File: src/rtl/seven_seg_capture.sv
// Purpose : samples a multiplexed active-low seven-segment bus and rebuilds the hex nibble on each digit.
// Latency : a pin value first sampled at edge E0 and held appears on value/digit_valid/err at edge E0+STABLE_CYCLES+2.
// Backpressure: none; this is a passive sniffer, so the display is never stalled and every event is reported as it happens.
//
// Ports:
//   clk, rst_n   system clock, asynchronous active-low reset
//   seg_n        active-low segments a..g (bit0 = a), asynchronous to clk
//   dig_n        active-low digit enables, bit i = digit i, asynchronous to clk
//   value        decoded nibbles, digit i at [4i+3:4i]
//   digit_valid  bit i set while nibble i holds a successfully decoded pattern
//   err          one-cycle pulse on an illegal pattern or an illegal digit-enable combination
//   frame_done   one-cycle pulse once every digit has been accepted since the previous pulse
//   stale        one-cycle pulse when no digit has been accepted for TIMEOUT_CYCLES
module seven_seg_capture #(
  parameter int NUM_DIGITS     = 4,
  parameter int STABLE_CYCLES  = 4,
  parameter int TIMEOUT_CYCLES = 1000000
) (
  input  logic                    clk,
  input  logic                    rst_n,
  input  logic [6:0]              seg_n,
  input  logic [NUM_DIGITS-1:0]   dig_n,
  output logic [4*NUM_DIGITS-1:0] value,
  output logic [NUM_DIGITS-1:0]   digit_valid,
  output logic                    err,
  output logic                    frame_done,
  output logic                    stale
);

  localparam int CW = (STABLE_CYCLES > 1) ? $clog2(STABLE_CYCLES) : 1;
  localparam int TW = (TIMEOUT_CYCLES > 1) ? $clog2(TIMEOUT_CYCLES) : 1;
  localparam logic [CW-1:0] STAB_LAST = CW'(STABLE_CYCLES - 1);
  localparam logic [TW-1:0] TMO_LAST  = TW'(TIMEOUT_CYCLES - 1);

  // One snapshot of the bus: digit enables above segments.
  typedef struct packed {
    logic [NUM_DIGITS-1:0] dig;
    logic [6:0]            seg;
  } sample_t;

  sample_t s1, s2, prev;

  logic [CW-1:0]         stab_cnt;
  logic                  locked;
  logic [TW-1:0]         tmo_cnt;
  logic [NUM_DIGITS-1:0] seen;

  logic                    same;
  logic                    accept;
  logic [NUM_DIGITS-1:0]   dig_act;
  logic                    acc_single;
  logic                    acc_multi;
  logic [4:0]              dec;
  logic                    pat_hit;
  logic [3:0]              pat_nib;

  logic [4*NUM_DIGITS-1:0] value_nxt;
  logic [NUM_DIGITS-1:0]   valid_nxt;
  logic [NUM_DIGITS-1:0]   seen_nxt;
  logic [TW-1:0]           tmo_nxt;
  logic                    err_nxt;
  logic                    fd_nxt;
  logic                    stale_nxt;

  // Lit-segment pattern to {hit, nibble}; anything outside the hex font is a miss.
  function automatic logic [4:0] decode_seg(input logic [6:0] pat);
    case (pat)
      7'h3F:   decode_seg = {1'b1, 4'h0};
      7'h06:   decode_seg = {1'b1, 4'h1};
      7'h5B:   decode_seg = {1'b1, 4'h2};
      7'h4F:   decode_seg = {1'b1, 4'h3};
      7'h66:   decode_seg = {1'b1, 4'h4};
      7'h6D:   decode_seg = {1'b1, 4'h5};
      7'h7D:   decode_seg = {1'b1, 4'h6};
      7'h07:   decode_seg = {1'b1, 4'h7};
      7'h7F:   decode_seg = {1'b1, 4'h8};
      7'h6F:   decode_seg = {1'b1, 4'h9};
      7'h77:   decode_seg = {1'b1, 4'hA};
      7'h7C:   decode_seg = {1'b1, 4'hB};
      7'h39:   decode_seg = {1'b1, 4'hC};
      7'h5E:   decode_seg = {1'b1, 4'hD};
      7'h79:   decode_seg = {1'b1, 4'hE};
      7'h71:   decode_seg = {1'b1, 4'hF};
      default: decode_seg = 5'h00;
    endcase
  endfunction

  // Two-flop synchroniser followed by the previous-sample register. Reset
  // loads the idle (all-ones) bus so the filter starts out matching blanking.
  always_ff @(posedge clk or negedge rst_n) begin
    if (!rst_n) begin
      s1   <= '1;
      s2   <= '1;
      prev <= '1;
    end else begin
      s1   <= sample_t'({dig_n, seg_n});
      s2   <= s1;
      prev <= s2;
    end
  end

  assign same   = (s2 == prev);
  // The lock keeps a long-held value from being accepted again while the
  // counter sits saturated at its terminal count.
  assign accept = same && (stab_cnt == STAB_LAST) && !locked;

  always_ff @(posedge clk or negedge rst_n) begin
    if (!rst_n) begin
      stab_cnt <= '0;
      locked   <= 1'b0;
    end else if (!same) begin
      stab_cnt <= '0;
      locked   <= 1'b0;
    end else begin
      if (stab_cnt != STAB_LAST) begin
        stab_cnt <= stab_cnt + CW'(1);
      end
      if (accept) begin
        locked <= 1'b1;
      end
    end
  end

  // Classification of the accepted sample. No enables active is blanking and
  // falls through both terms below, so it has no effect at all.
  assign dig_act    = ~s2.dig;
  assign acc_single = accept && $onehot(dig_act);
  assign acc_multi  = accept && (dig_act != '0) && !$onehot(dig_act);
  assign dec        = decode_seg(~s2.seg);
  assign pat_hit    = dec[4];
  assign pat_nib    = dec[3:0];

  always_comb begin
    value_nxt = value;
    valid_nxt = digit_valid;
    seen_nxt  = seen;
    tmo_nxt   = tmo_cnt + TW'(1);
    err_nxt   = acc_multi || (acc_single && !pat_hit);
    fd_nxt    = 1'b0;
    stale_nxt = 1'b0;

    // Frame completion: report and start a fresh mask. The digit that
    // completed the frame was recorded last cycle and is not carried over.
    if (&seen) begin
      fd_nxt   = 1'b1;
      seen_nxt = '0;
    end

    // A single-digit acceptance in the expiry cycle beats the timeout.
    if (acc_single) begin
      tmo_nxt = '0;
    end else if (tmo_cnt == TMO_LAST) begin
      tmo_nxt   = '0;
      stale_nxt = 1'b1;
      valid_nxt = '0;
      seen_nxt  = '0;
    end

    if (acc_single) begin
      seen_nxt = seen_nxt | dig_act;
      for (int i = 0; i < NUM_DIGITS; i++) begin
        if (dig_act[i]) begin
          valid_nxt[i] = pat_hit;
          // A bad pattern keeps the last good nibble for the register bank.
          if (pat_hit) begin
            value_nxt[4*i +: 4] = pat_nib;
          end
        end
      end
    end
  end

  always_ff @(posedge clk or negedge rst_n) begin
    if (!rst_n) begin
      value       <= '0;
      digit_valid <= '0;
      seen        <= '0;
      tmo_cnt     <= '0;
      err         <= 1'b0;
      frame_done  <= 1'b0;
      stale       <= 1'b0;
    end else begin
      value       <= value_nxt;
      digit_valid <= valid_nxt;
      seen        <= seen_nxt;
      tmo_cnt     <= tmo_nxt;
      err         <= err_nxt;
      frame_done  <= fd_nxt;
      stale       <= stale_nxt;
    end
  end

endmodule

File: config.mk
export PLATFORM = sky130hd
export DESIGN_NAME = seven_seg_capture
export DESIGN_NICKNAME = d
export VERILOG_FILES = /design/src/rtl/seven_seg_capture.sv
export SDC_FILE = /design/constraint.sdc
export NUM_CORES = 1
export LEC_CHECK = 0
export ABC_CLOCK_PERIOD_IN_PS = 4200
export BUFFER_PORTS_ARGS = -buffer_cell sky130_fd_sc_hd__buf_2
export CORE_AREA = 2 2 105 107
export DETAILED_ROUTE_END_ITERATION = 6
export DIE_AREA = 0 0 107 109
export GPL_TIMING_DRIVEN = 0
export MAX_ROUTING_LAYER = met4
export PLACE_DENSITY_LB_ADDON = 0.2
export RECOVER_POWER = 25
export SYNTH_ARGS = -nofsm -noshare
export SYNTH_HDL_FRONTEND = slang
export SYNTH_SLANG_ARGS = --single-unit
File: constraint.sdc
create_clock -name clk -period 4.2 [get_ports clk]
set_input_delay 0.42 -clock clk [delete_from_list [all_inputs] [get_ports clk]]
set_output_delay 0.42 -clock clk [all_outputs]
set_load 0.01 [all_outputs]
Word-level counts from Yosys, hierarchy flattened --
Index checks and enable logic that the tools add are counted.
Storage, ports and cells: bits in registers 83, latch bits 0, memory bits (writable) 0, ROM bits 0, input port bits 13, output and inout bits 23, logic and storage cells 86, memories kept 0
Operators by class: $add $sub $neg 5, multipliers 0, div/mod/pow operators 0, magnitude comparators 0, eq/ne operators 23, shift operators 0, multiplexer cells 21, bitwise logic cells 3, reductions and logical operators 16
Operator list (count):
- $eq 7x7->1 const B | 12
- $pmux 5 s16 | 1
- $mux 20 | 2
- $mux 4 | 7
- $add 20x1->20 const B | 1
- $eq 20x20->1 const B | 1
- $eq 7x3->1 const B | 2
- $eq 7x6->1 const B | 2
- $reduce_and 3->1 | 4
- $eq 11x11->1 | 1
- $mux 1 | 9
- $not 7->7 | 1
- $logic_and 1x1->1 | 6
- $add 1x1->2 | 2
- $mux 2 | 2
- $ne 2x1->1 const B | 2
- $not 4->4 | 1
- $or 4x4->4 | 1
- $reduce_and 4->1 | 1
- $reduce_bool 4->1 | 1
- $add 2x2->3 | 1
- $eq 3x1->1 const B | 1
- $logic_not 1->1 | 3
- $add 2x1->2 const B | 1
- other kinds (3) | 3

Depth between registers and ports, before layout --
Gate-level depths: netlist of run 1.
word-level depth 8, gate-level depth with buffers 12, gate-level depth less buffers 9

Least setup slack after synthesis of run 1 --
OpenSTA, ideal clock, no wires.
kind flip-flop to flip-flop, from reg s2[8] in the netlist's numbering, to reg value[2], data arrival time 2.742 ns, setup slack 1.378 ns, cell stages (with the launch flop) 11, period minus slack after synthesis 2.822 ns, path through dfstp_2 -> fa_1 -> inv_1 -> ha_1 -> ha_1 -> nor3b_1 -> nand2b_1 -> clkbuf_1 -> or3_1 -> a21oi_2 -> a2bb2oi_1
On the way: cells in the longest elaborated chain, start to end 6
Ends and longest elaborated chain:
- start, declared | line 41 | sample_t s1, s2, prev;
- start signal, assigned | line 93 | s2 <= '1;
- start signal, assigned | line 97 | s2 <= s1;
- $not 4->4 | line 126 | assign dig_act = ~s2.dig;
- $add 1x1->2 (implied by the code) | line 127 | assign acc_single = accept && $onehot(dig_act);
- $add 2x2->3 (implied by the code) | line 127
- $eq 3x1->1 | line 127
- $logic_and 1x1->1 * | line 127
- $reduce_and 3->1 (no source line) *
- end signal, assigned | line 183 | value <= value_nxt;
- end, declared | line 23 | output logic [4*NUM_DIGITS-1:0] value,
Every way passes the cells marked *; elsewhere a longest branch is shown, timed or not. A chain may end at the register's enable or synchronous reset.

Worst setup path in the final report of run 1 --
Same ends and word-level chain as after synthesis.

==> run metrics, run 1 <==
DRC=0; DP HPWL=4850 um; post-synthesis mux area share=0.00276; H-tree depth=3; Leak=a little under 2 nW; largest area contributor in the netlist=dfrtp_1; layout cells sized above 1=0.275; worst r2r dst=value[2]; CP Capture Type=flop; number of global-route vias before repair=2,328; first-pass GRT wire length=11,700 um; post-synth cell types=53; post-route ant nets=0; initial antenna violation count=0; Die X=between 100 and 150 um; clk buf depth=2; Synth Register Bits=83; DRT Wirelength=between 6000 and 7000 um; WHS Path Cells=1; routed via count=2,429; reg2reg start=s2[8]; Die H=109 um; Avg WL per Cell=13.6 um; initial core utilization=0.342; CP endpoint=value[2]; pwr/cell area=350 nW/um^2; Critical path origin=s2[8]; FMAX=between 0.3 and 0.4 GHz; R2R Setup Slk=roughly 0.89 ns; synthesized area per cell=11.6 um^2; outcome=finished, violations left; Area growth syn-to-layout=15.4%; HP Class=primary input to flop; Antenna Cells=0; Setup Viol. Count Final=0; clock-pin transition on the worst setup and hold timing paths=0.09 ns; Synth Area in Adders=0.0228; clk_skew=0.00552 ns; Post-Syn Area=3630 um^2; Seq/Total Area, Yosys=0.584; CP Max Fanout=10; Final Hold Viols=0; Placer Congestion=0.854; area of the die=11,700 um^2; clk sinks=83; # rows=38; EDFF count, synth=0; total gr overflow=0; TritonCTS clock tree=done; DR vias/cell=4.79; Final Util=0.395; failing checks=max-capacitance violations, max-slew violations; first-pass detailed-route iteration total=4; CP required=4.46 ns; Post-CTS Resized=0; Compound-Gate Fraction of Synth Area=0.101; Tightest Pin Transition=1.76 ns; synth warn=0; Max VDD drop=180 uV; xor/xnor share of the synthesized area=0.0748; FFs w/ async S/R, synth=1.00; Setup TNS=0 ns; top_reg_cell synth=dfrtp_1; Synth Area in Simple Gates=0.181; Clock Latency Late Sink=0.34 ns; largest family of logic cells by synthesized area=simple AND/OR/NAND/NOR gates; Final min period=3.31 ns; largest cells by area after synthesis=dfrtp_1 (34%), dfstp_2 (24%), xor2_1 (6.5%); I/O Buffers=35; Synth top area share=0.345; crit path kind=flop to flop; max-cap viol count=1; # IOs=36; Reg2Reg Depth=10; Final nets=381; iteration-0 DRC count of the detailed router=115; RSZ-0062 raised after global routing=no; synthesized net count=between 300 and 400; largest net degree at the start of global routing=75; startpoint types=flop; Pwr Total=0.00147 W; CTS Hold Bufs=1; Max-slew headroom=-0.175; cells after synthesis=314; Final period util=0.788; CTS Buf Count=9; Core Area=roughly 11,000 um^2; Worst EP arrival=3.57 ns; Max Transition Viols Final=75; clock tree root buffer cell=clkbuf_8; gr usage total=0.132; postcts setup bufs=0
[how the worst min path moves through the flow]
stage             start        endpoint
2_1_floorplan     rst_n  digit_valid[0]
3_3_place_gp      s1[1]           s2[1]
3_5_place_dp      rst_n        value[9]
4_1_cts        seg_n[4]           s1[4]
5_1_grt        seg_n[3]           s1[3]
6_report       seg_n[1]           s1[1]
[critical path, cell delays in order, from the launching register on]
cell	delay, ns
dfstp_1	0.69
fa_1	0.46
inv_1	0.07
ha_1	0.15
ha_1	0.23
nor3b_1	0.42
nand2b_1	0.09
clkbuf_1	0.21
or3_1	0.47
a21oi_2	0.26
a2bb2oi_1	0.19
[area by class of cell]
class | instances | area, um^2
multi-input combinational | 206 | 1390
fill | 1043 | 6410
clock buffer | 10 | 149
inverter | 11 | 41.3
clock inverter | 6 | 45.0
sequential | 83 | 2120
timing repair buffer | 37 | 189
tap | 140 | 175
buffer | 14 | 80.1
[power by group]
group          total [W]  internal [W]  leakage, nW  switching, W
sequential      0.000839      0.000826         1.03     0.0000135
combinational  0.0000768     0.0000260        0.817     0.0000508
clock           0.000551      0.000256        0.103      0.000294
total            0.00147       0.00111         1.95      0.000359
[cells by family after synthesis]
family	Yosys count
AOI/OAI and AO/OA	45
xor gates and xnor gates	31
adders and majority gates	6
buffers and inverters	25
DFF	83
muxes	1
and+or+nand+nor	123
[routing by layer]
metal | track usage | up-vias | share of wire
met2 | 0.191 | 60 | 0.45
met3 | 0.0257 | 5 | 0.038
li1 | - | 1192 | -
met1 | 0.183 | 1172 | 0.51
met4 | 0.0501 | 0 | 0.0081
met5 | - | - | 0
[cell usage after synthesis (3+ instances only)]
cell	count
a21oi_1	5
a21oi_2	3
a2bb2oi_1	12
a31o_2	4
and3_1	3
and3b_1	3
buf_2	10
dfrtp_1	50
dfstp_2	33
ha_1	5
inv_1	11
nand2_1	19
nand2b_1	4
nand3_1	16
nand4_1	8
nor2_1	34
nor3_1	10
nor4_1	4
o2bb2ai_1	4
or3_1	4
xnor2_1	4
xor2_1	27
[state kept, by name (all words and copies together) (netlist names)]
signal       flops
digit_valid      4
err              1
frame_done       1
locked           1
prev            11
s1              11
s2              11
seen             4
stab_cnt         2
stale            1
tmo_cnt         20
value           16
[metrics by stage]
stage          worst slack (ns)  hold slack, ns  area [um^2]  std cells
2_1_floorplan              1.38           0.124         3630        314
5_1_grt                   0.637           0.135         4190        507
6_report                  0.891           0.170         4190        507
3_5_place_dp               1.03           0.266         4010        490
3_3_place_gp               1.04           0.347         3980        489
4_1_cts                    1.01           0.141         4210        507
[layout by cell type, fill, tap and decap left out, drive strengths merged, types with 3 or more instances in the layout]
master	netlist	routed
o2bb2ai	4	4
clkinv	0	3
dfstp	33	33
a2bb2oi	12	12
and3b	3	3
a21oi	9	9
and3	3	3
clkbuf	2	14
buf	12	46
nor4	6	6
or3	5	5
a31o	4	4
xnor2	4	4
inv	11	14
xor2	27	27
nand4	8	8
nand2	19	19
ha	5	5
nor2	34	34
dfrtp	50	50
nand2b	4	4
nand3	17	17
o21ai	4	4
nor3	10	10
No activity file was read; power rests on OpenSTA's default activity.
==> inputs of run 2 (changes only) <==
ABC_AREA = 1   (was default)
ABC_CLOCK_PERIOD_IN_PS = 3400   (was 4200)
CORE_AREA = 2 2 109 111   (was 2 2 105 107)
DIE_AREA = 0 0 111 113   (was 0 0 107 109)
clock period = 3.4 ns   (was 4.2 ns; I/O delays follow)
==> run metrics, run 2 <==
CTS Buf Count=9 (unchanged); layout cells sized above 1=0.191 (-0.0839); failing checks=max-capacitance violations, max-slew violations; largest cells by area after synthesis=dfrtp_1 (32%), dfstp_2 (22%), nand2_1 (12%); Leak=2.37 nW (+22%); clock tree root buffer cell=clkbuf_16; postcts setup bufs=0 (unchanged); max-cap viol count=1 (unchanged); Placer Congestion=0.913 (+6.9%); initial core utilization=0.346 (+0.00376); Post-Syn Area=3900 um^2 (+7.5%); HP Class=primary input to flop; post-synth cell types=29 (-45%); iteration-0 DRC count of the detailed router=164 (+43%); Seq/Total Area, Yosys=0.543 (-0.0406); area of the die=12,500 um^2 (+7.5%); DRT Wirelength=7650 um (+11%); outcome=finished, violations left; Setup Viol. Count Final=0 (unchanged); EDFF count, synth=0 (unchanged); Final period util=0.812 (+0.0236); Die X=111 um (+3.7%); clk buf depth=2 (unchanged); fin area=4620 um^2 (+10%); Die H=113 um (+3.7%); commonest non-fill, non-tap cell in the layout=nand2_1; biggest regs=tmo_cnt (20), value (16); Max Transition Viols Final=40 (-47%); synthesized net count=473 (+42%); Setup TNS=0 ns (unchanged); Most flops, register=tmo_cnt; DP HPWL=5710 um (+18%); placed cell area=4290 um^2 (+6.9%); initial antenna violation count=0 (unchanged); CP required=3.61 ns (-0.85 ns); largest net degree at the start of global routing=45 (-40%); Max-slew headroom=-0.447 (-0.272); FMAX=0.362 GHz (+20%); H-tree depth=3 (unchanged); Synth Register Bits=83 (unchanged); first-pass detailed-route iteration total=4 (unchanged); Final nets=521 (+37%); Tightest Pin Transition=2.17 ns (+0.408 ns); # rows=39 (+2.6%); pwr/cell area=472 nW/um^2 (+35%); crit path kind=flop to flop; cells after synthesis=454 (+45%); most frequent cells after synthesis=nand2_1 (123), inv_1 (62), nor2_1 (62); Antenna Cells=0 (unchanged); Synth top area share=0.321 (-0.0240); top_reg_cell synth=dfrtp_1; clock-pin transition on the worst setup and hold timing paths=0.06 ns (-0.03 ns); synthesized area per cell=8.59 um^2 (-26%); Avg WL per Cell=11.8 um (-13%); gr usage total=0.136 (+0.00448); I/O Buffers=35 (unchanged); CP Capture Type=flop; RSZ-0062 raised after global routing=no; first-pass GRT wire length=13,500 um (+16%); FFs w/ async S/R, synth=1.00 (unchanged); Largest register FFs=20 (unchanged); commonest non-fill, non-tap cells in the layout=nand2_1 (123), inv_1 (62), nor2_1 (62); clk sinks=83 (unchanged); Final min period=2.76 ns (-0.550 ns); Final Hold Viols=0 (unchanged); # IOs=36 (unchanged); startpoint types=flop; Area growth syn-to-layout=18.3%; DR vias/cell=4.57 (-4.6%); DRC=0 (unchanged); total gr overflow=0 (unchanged); routed via count=2,971 (+22%); largest area contributor in the netlist=dfrtp_1; Final Util=0.409 (+0.0145); Clock Latency Late Sink=0.34 ns (about the same); WHS=0.0988 ns (-0.0710 ns); clk_skew=0.00869 ns (+0.00318 ns); post-route ant nets=0 (unchanged); synth warn=0 (unchanged); CP Max Fanout=8 (-2); most common cell in the netlist=nand2_1; Max VDD drop=332 uV (+84%); Worst EP arrival=2.97 ns (-0.60 ns); Core Area=11,300 um^2 (+6.3%); number of global-route vias before repair=2,825 (+21%); TritonCTS clock tree=done
-- run 2: cell count changes in the layout (fill, tap and decap cells not counted), moves of 5 or more --
cell	before	now
xor2_1	27	10
nand2_1	19	123
nand3_1	16	29
clkbuf_16	1	10
clkbuf_8	9	0
buf_2	44	34
nand4_1	8	17
inv_2	0	6
inv_1	11	62
o21ai_0	2	7
nor2_1	34	62
a2bb2oi_1	12	0
-- run 2: final timing paths --
check	start	to	slack, ns	cells after the start
min in group asynchronous	rst_n	value[12]	1.17	2
setup reg to reg	s2[10]	value[3]	0.64	10
hold / removal	seg_n[0]	s1[0]	0.1	1
hold reg to reg	s1[3]	s2[3]	0.36	0
max in group asynchronous	rst_n	locked	0.97	2
setup / recovery	s2[10]	value[3]	0.64	10
-- run 2: kinds of logic (layout without fill, tap and decap cells) --
family | after synthesis | count (layout) | share of synthesized area
buf+inv | 71 | 124 | 0.0741
xor+xnor | 16 | 16 | 0.0359
compound gates | 12 | 12 | 0.0167
fa+ha+maj | 6 | 6 | 0.0212
simple gates | 266 | 266 | 0.309
flops | 83 | 83 | 0.543
-- run 2: cell type report --
cell class                 count  area (um^2)
multi-input combinational    300         1490
timing repair buffer          37          211
clock buffer                  10          250
sequential                    83         2120
clock inverter                 6         73.8
inverter                      68          255
buffer                         3         33.8
fill                        1126         6660
tap                          143          179
-- run 2: where the power goes --
group	total (W)	switching (W)	leakage [nW]	internal (W)
Clock	0.00105	0.000420	0.161	0.000627
Combinational	0.0000919	0.0000617	1.18	0.0000302
Sequential	0.00104	0.0000172	1.03	0.00102
-- run 2: worst max-delay path: stages, from the launching register on --
cell	delay, ns
dfstp_1	0.65
fa_1	0.46
inv_1	0.07
ha_1	0.14
ha_1	0.22
nor3_1	0.26
inv_1	0.17
nor2_4	0.24
nand3_1	0.26
nand2_1	0.11
o21ai_0	0.08
-- run 2: timing repair --
item | in CTS | in global routing
endpoints found under the hold margin | 7 | 0
hold buffers | 1 | 0
resized for setup | 0 | 0
-- run 2: stage by stage --
stage	total power (W)	instances	setup WS, ns
finish	0.00218	650	0.641
global route	0.00228	650	0.365
global placement	0.00115	632	0.781
CTS	0.00222	650	0.693
floorplan	0.00111	454	1.03
detailed placement	0.00115	633	0.715
-- run 2: per-layer routing --
metal	global-route usage	up-vias	routed length, um
met4	0.0450	0	75
met3	0.0337	4	342
met1	0.185	1393	3820
met5	-	-	0
met2	0.201	52	3410
li1	-	1522	-
==> inputs of run 3 (changes only) <==
ABC_CLOCK_PERIOD_IN_PS = 2500   (was 3400)
clock period = 2.5 ns   (was 3.4 ns; I/O delays follow)
==> run metrics, run 3 (synthesis gave the netlist of run 2 again) <==
first-pass GRT wire length=13,800 um (+1.8%); CP max-delay cell=dfstp_2; Area growth syn-to-layout=24.5%; iteration-0 DRC count of the detailed router=175 (+6.7%); WHS Path Cells=0 (-1); CP Max Fanout=5 (-3); initial core utilization=0.346 (unchanged); Die H=113 um (unchanged); Max VDD drop=449 uV (+35%); biggest regs=tmo_cnt (20), value (16); initial antenna violation count=0 (unchanged); Tightest Pin Transition=0.654 ns (-1.52 ns); largest net degree at the start of global routing=45 (unchanged); max-cap viol count=0 (-1); Most flops, register=tmo_cnt; critical-path cell list=fa_1 -> inv_1 -> ha_2 -> ha_4 -> nor3_4 -> inv_2 -> nor2_4 -> buf_4 -> nand4_1 -> nand2_1 -> inv_1; crit path kind=flop to flop; clock tree root buffer cell=clkbuf_16; DRT Wirelength=7890 um (+3.1%); FMAX=0.415 GHz (+15%); Max-slew headroom=0.560 (+1.01); DRC=0 (unchanged); # rows=39 (unchanged); Setup Viol. Count Final=0 (unchanged); DP HPWL=5710 um (unchanged); Worst EP arrival=2.65 ns (-0.32 ns); pwr/cell area=619 nW/um^2 (+31%); clock-pin transition on the worst setup and hold timing paths=0.07 ns (about the same); clk buf depth=2 (unchanged); CTS Buf Count=9 (unchanged); routed via count=3,075 (+3.5%); RSZ-0062 raised after global routing=yes; Worst Hold Path EP=s2[3]; Avg WL per Cell=11.8 um (+0.18%); Final period util=0.963 (+0.151); clk_skew=0.00858 ns (-0.000110 ns); reg2reg start=s2[10]; post-route ant nets=0 (unchanged); R2R Setup Slk=0.09 ns (-0.55 ns); Storage cell area=2120 um^2 (unchanged); H-tree depth=3 (unchanged); Clock Latency Late Sink=0.34 ns (about the same); Most common cell on crit path=inv_1; fin area=4860 um^2 (+5.3%); commonest non-fill, non-tap cell in the layout=nand2_1; WHS=0.356 ns (+0.257 ns); Antenna Cells=0 (unchanged); outcome=completed; worst r2r dst=value[8]; Reg2Reg Depth=11 (+1); CP required=2.74 ns (-0.87 ns); CP max stage delay=0.58 ns (-0.07 ns); Leak=2.46 nW (+3.9%); Placer Congestion=0.913 (unchanged); commonest non-fill, non-tap cells in the layout=nand2_1 (122), nor2_1 (62), inv_1 (61); Final Hold Viols=0 (unchanged); Die X=111 um (unchanged); I/O Buffers=35 (unchanged); CP Capture Type=flop; placed cell area=4290 um^2 (unchanged); total gr overflow=0 (unchanged); Hold Path Origin=s1[3]; HP Class=flop to flop; DR vias/cell=4.60 (+0.56%); Core Area=11,300 um^2 (unchanged); area of the die=12,500 um^2 (unchanged); # IOs=36 (unchanged); clk sinks=83 (unchanged); Max Transition Viols Final=0 (-100%); startpoint types=flop; TritonCTS clock tree=done; Final nets=540 (+3.6%); area of the multi-input gates=1570 um^2 (+4.9%); first-pass detailed-route iteration total=4 (unchanged); Fillers=1,099 (-2.4%); number of global-route vias before repair=2,885 (+2.1%); layout cells sized above 1=0.238 (+0.0463); Final min period=2.41 ns (-0.352 ns); Largest register FFs=20 (unchanged); gr usage total=0.138 (+0.00190)
## run 3: power breakdown
group | internal (W) | switching (W) | total (W)
registers | 0.00139 | 0.0000224 | 0.00141
logic | 0.0000664 | 0.000100 | 0.000167
clock network | 0.000853 | 0.000574 | 0.00143
## run 3: worst max-delay path: cells and delay by family (launching register included)
| kind | cells | cell delay (ns) |
|---|---|---|
| flops | 1 | 0.58 |
| buf+inv | 4 | 0.38 |
| simple gates | 4 | 0.53 |
| fa+ha+maj | 3 | 0.80 |
## run 3: per-stage QoR
| step | setup TNS (ns) | worst slack (ns) | cells | util | total power [W] |
|---|---|---|---|---|---|
| final | 0 | 0.0930 | 669 | 0.431 | 0.00301 |
| after global routing | -0.415 | -0.0478 | 669 | 0.431 | 0.00315 |
| after CTS | 0 | 0.00177 | 662 | 0.423 | 0.00305 |
| after detailed placement | -3.13 | -0.185 | 633 | 0.380 | 0.00157 |
| after global placement | -1.25 | -0.119 | 632 | 0.378 | 0.00156 |
| after floorplan | 0 | 0.132 | 454 | - | 0.00150 |
## run 3: layout make-up
type                       instances  share of cell area
inverter                          68              0.0525
clock inverter                     6              0.0152
buffer                             3             0.00695
clock buffer                      10              0.0515
sequential                        83               0.436
tap                              143              0.0368
multi-input combinational        301               0.322
timing repair buffer              55              0.0785
## run 3: worst max path at each step
stage | startpoint | end | slack [ns] | cells past startpoint
after detailed placement | s2[10] | value[3] | -0.19 | 10
after CTS | s2[10] | value[0] | 0.002 | 11
final | s2[10] | value[8] | 0.09 | 11
after floorplan | s2[8] | digit_valid[1] | 0.13 | 11
after global placement | s2[10] | value[3] | -0.12 | 10
after global routing | s2[10] | value[12] | -0.05 | 10
## run 3: layer usage
layer | vias up | track usage | wire (um)
met5 | - | - | 0
met4 | 0 | 0.0458 | 105
met2 | 71 | 0.207 | 3490
met3 | 9 | 0.0337 | 393
li1 | 1567 | - | -
met1 | 1428 | 0.185 | 3900
## run 3: repair_timing
action	4_1_cts	5_1_grt
hold endpoints to repair	18	0
pin swaps	2	5
resized for setup	6	9
gates cloned	0	2
setup buffers	1	5
endpoints found under the setup margin	31	37
hold buffers	12	0
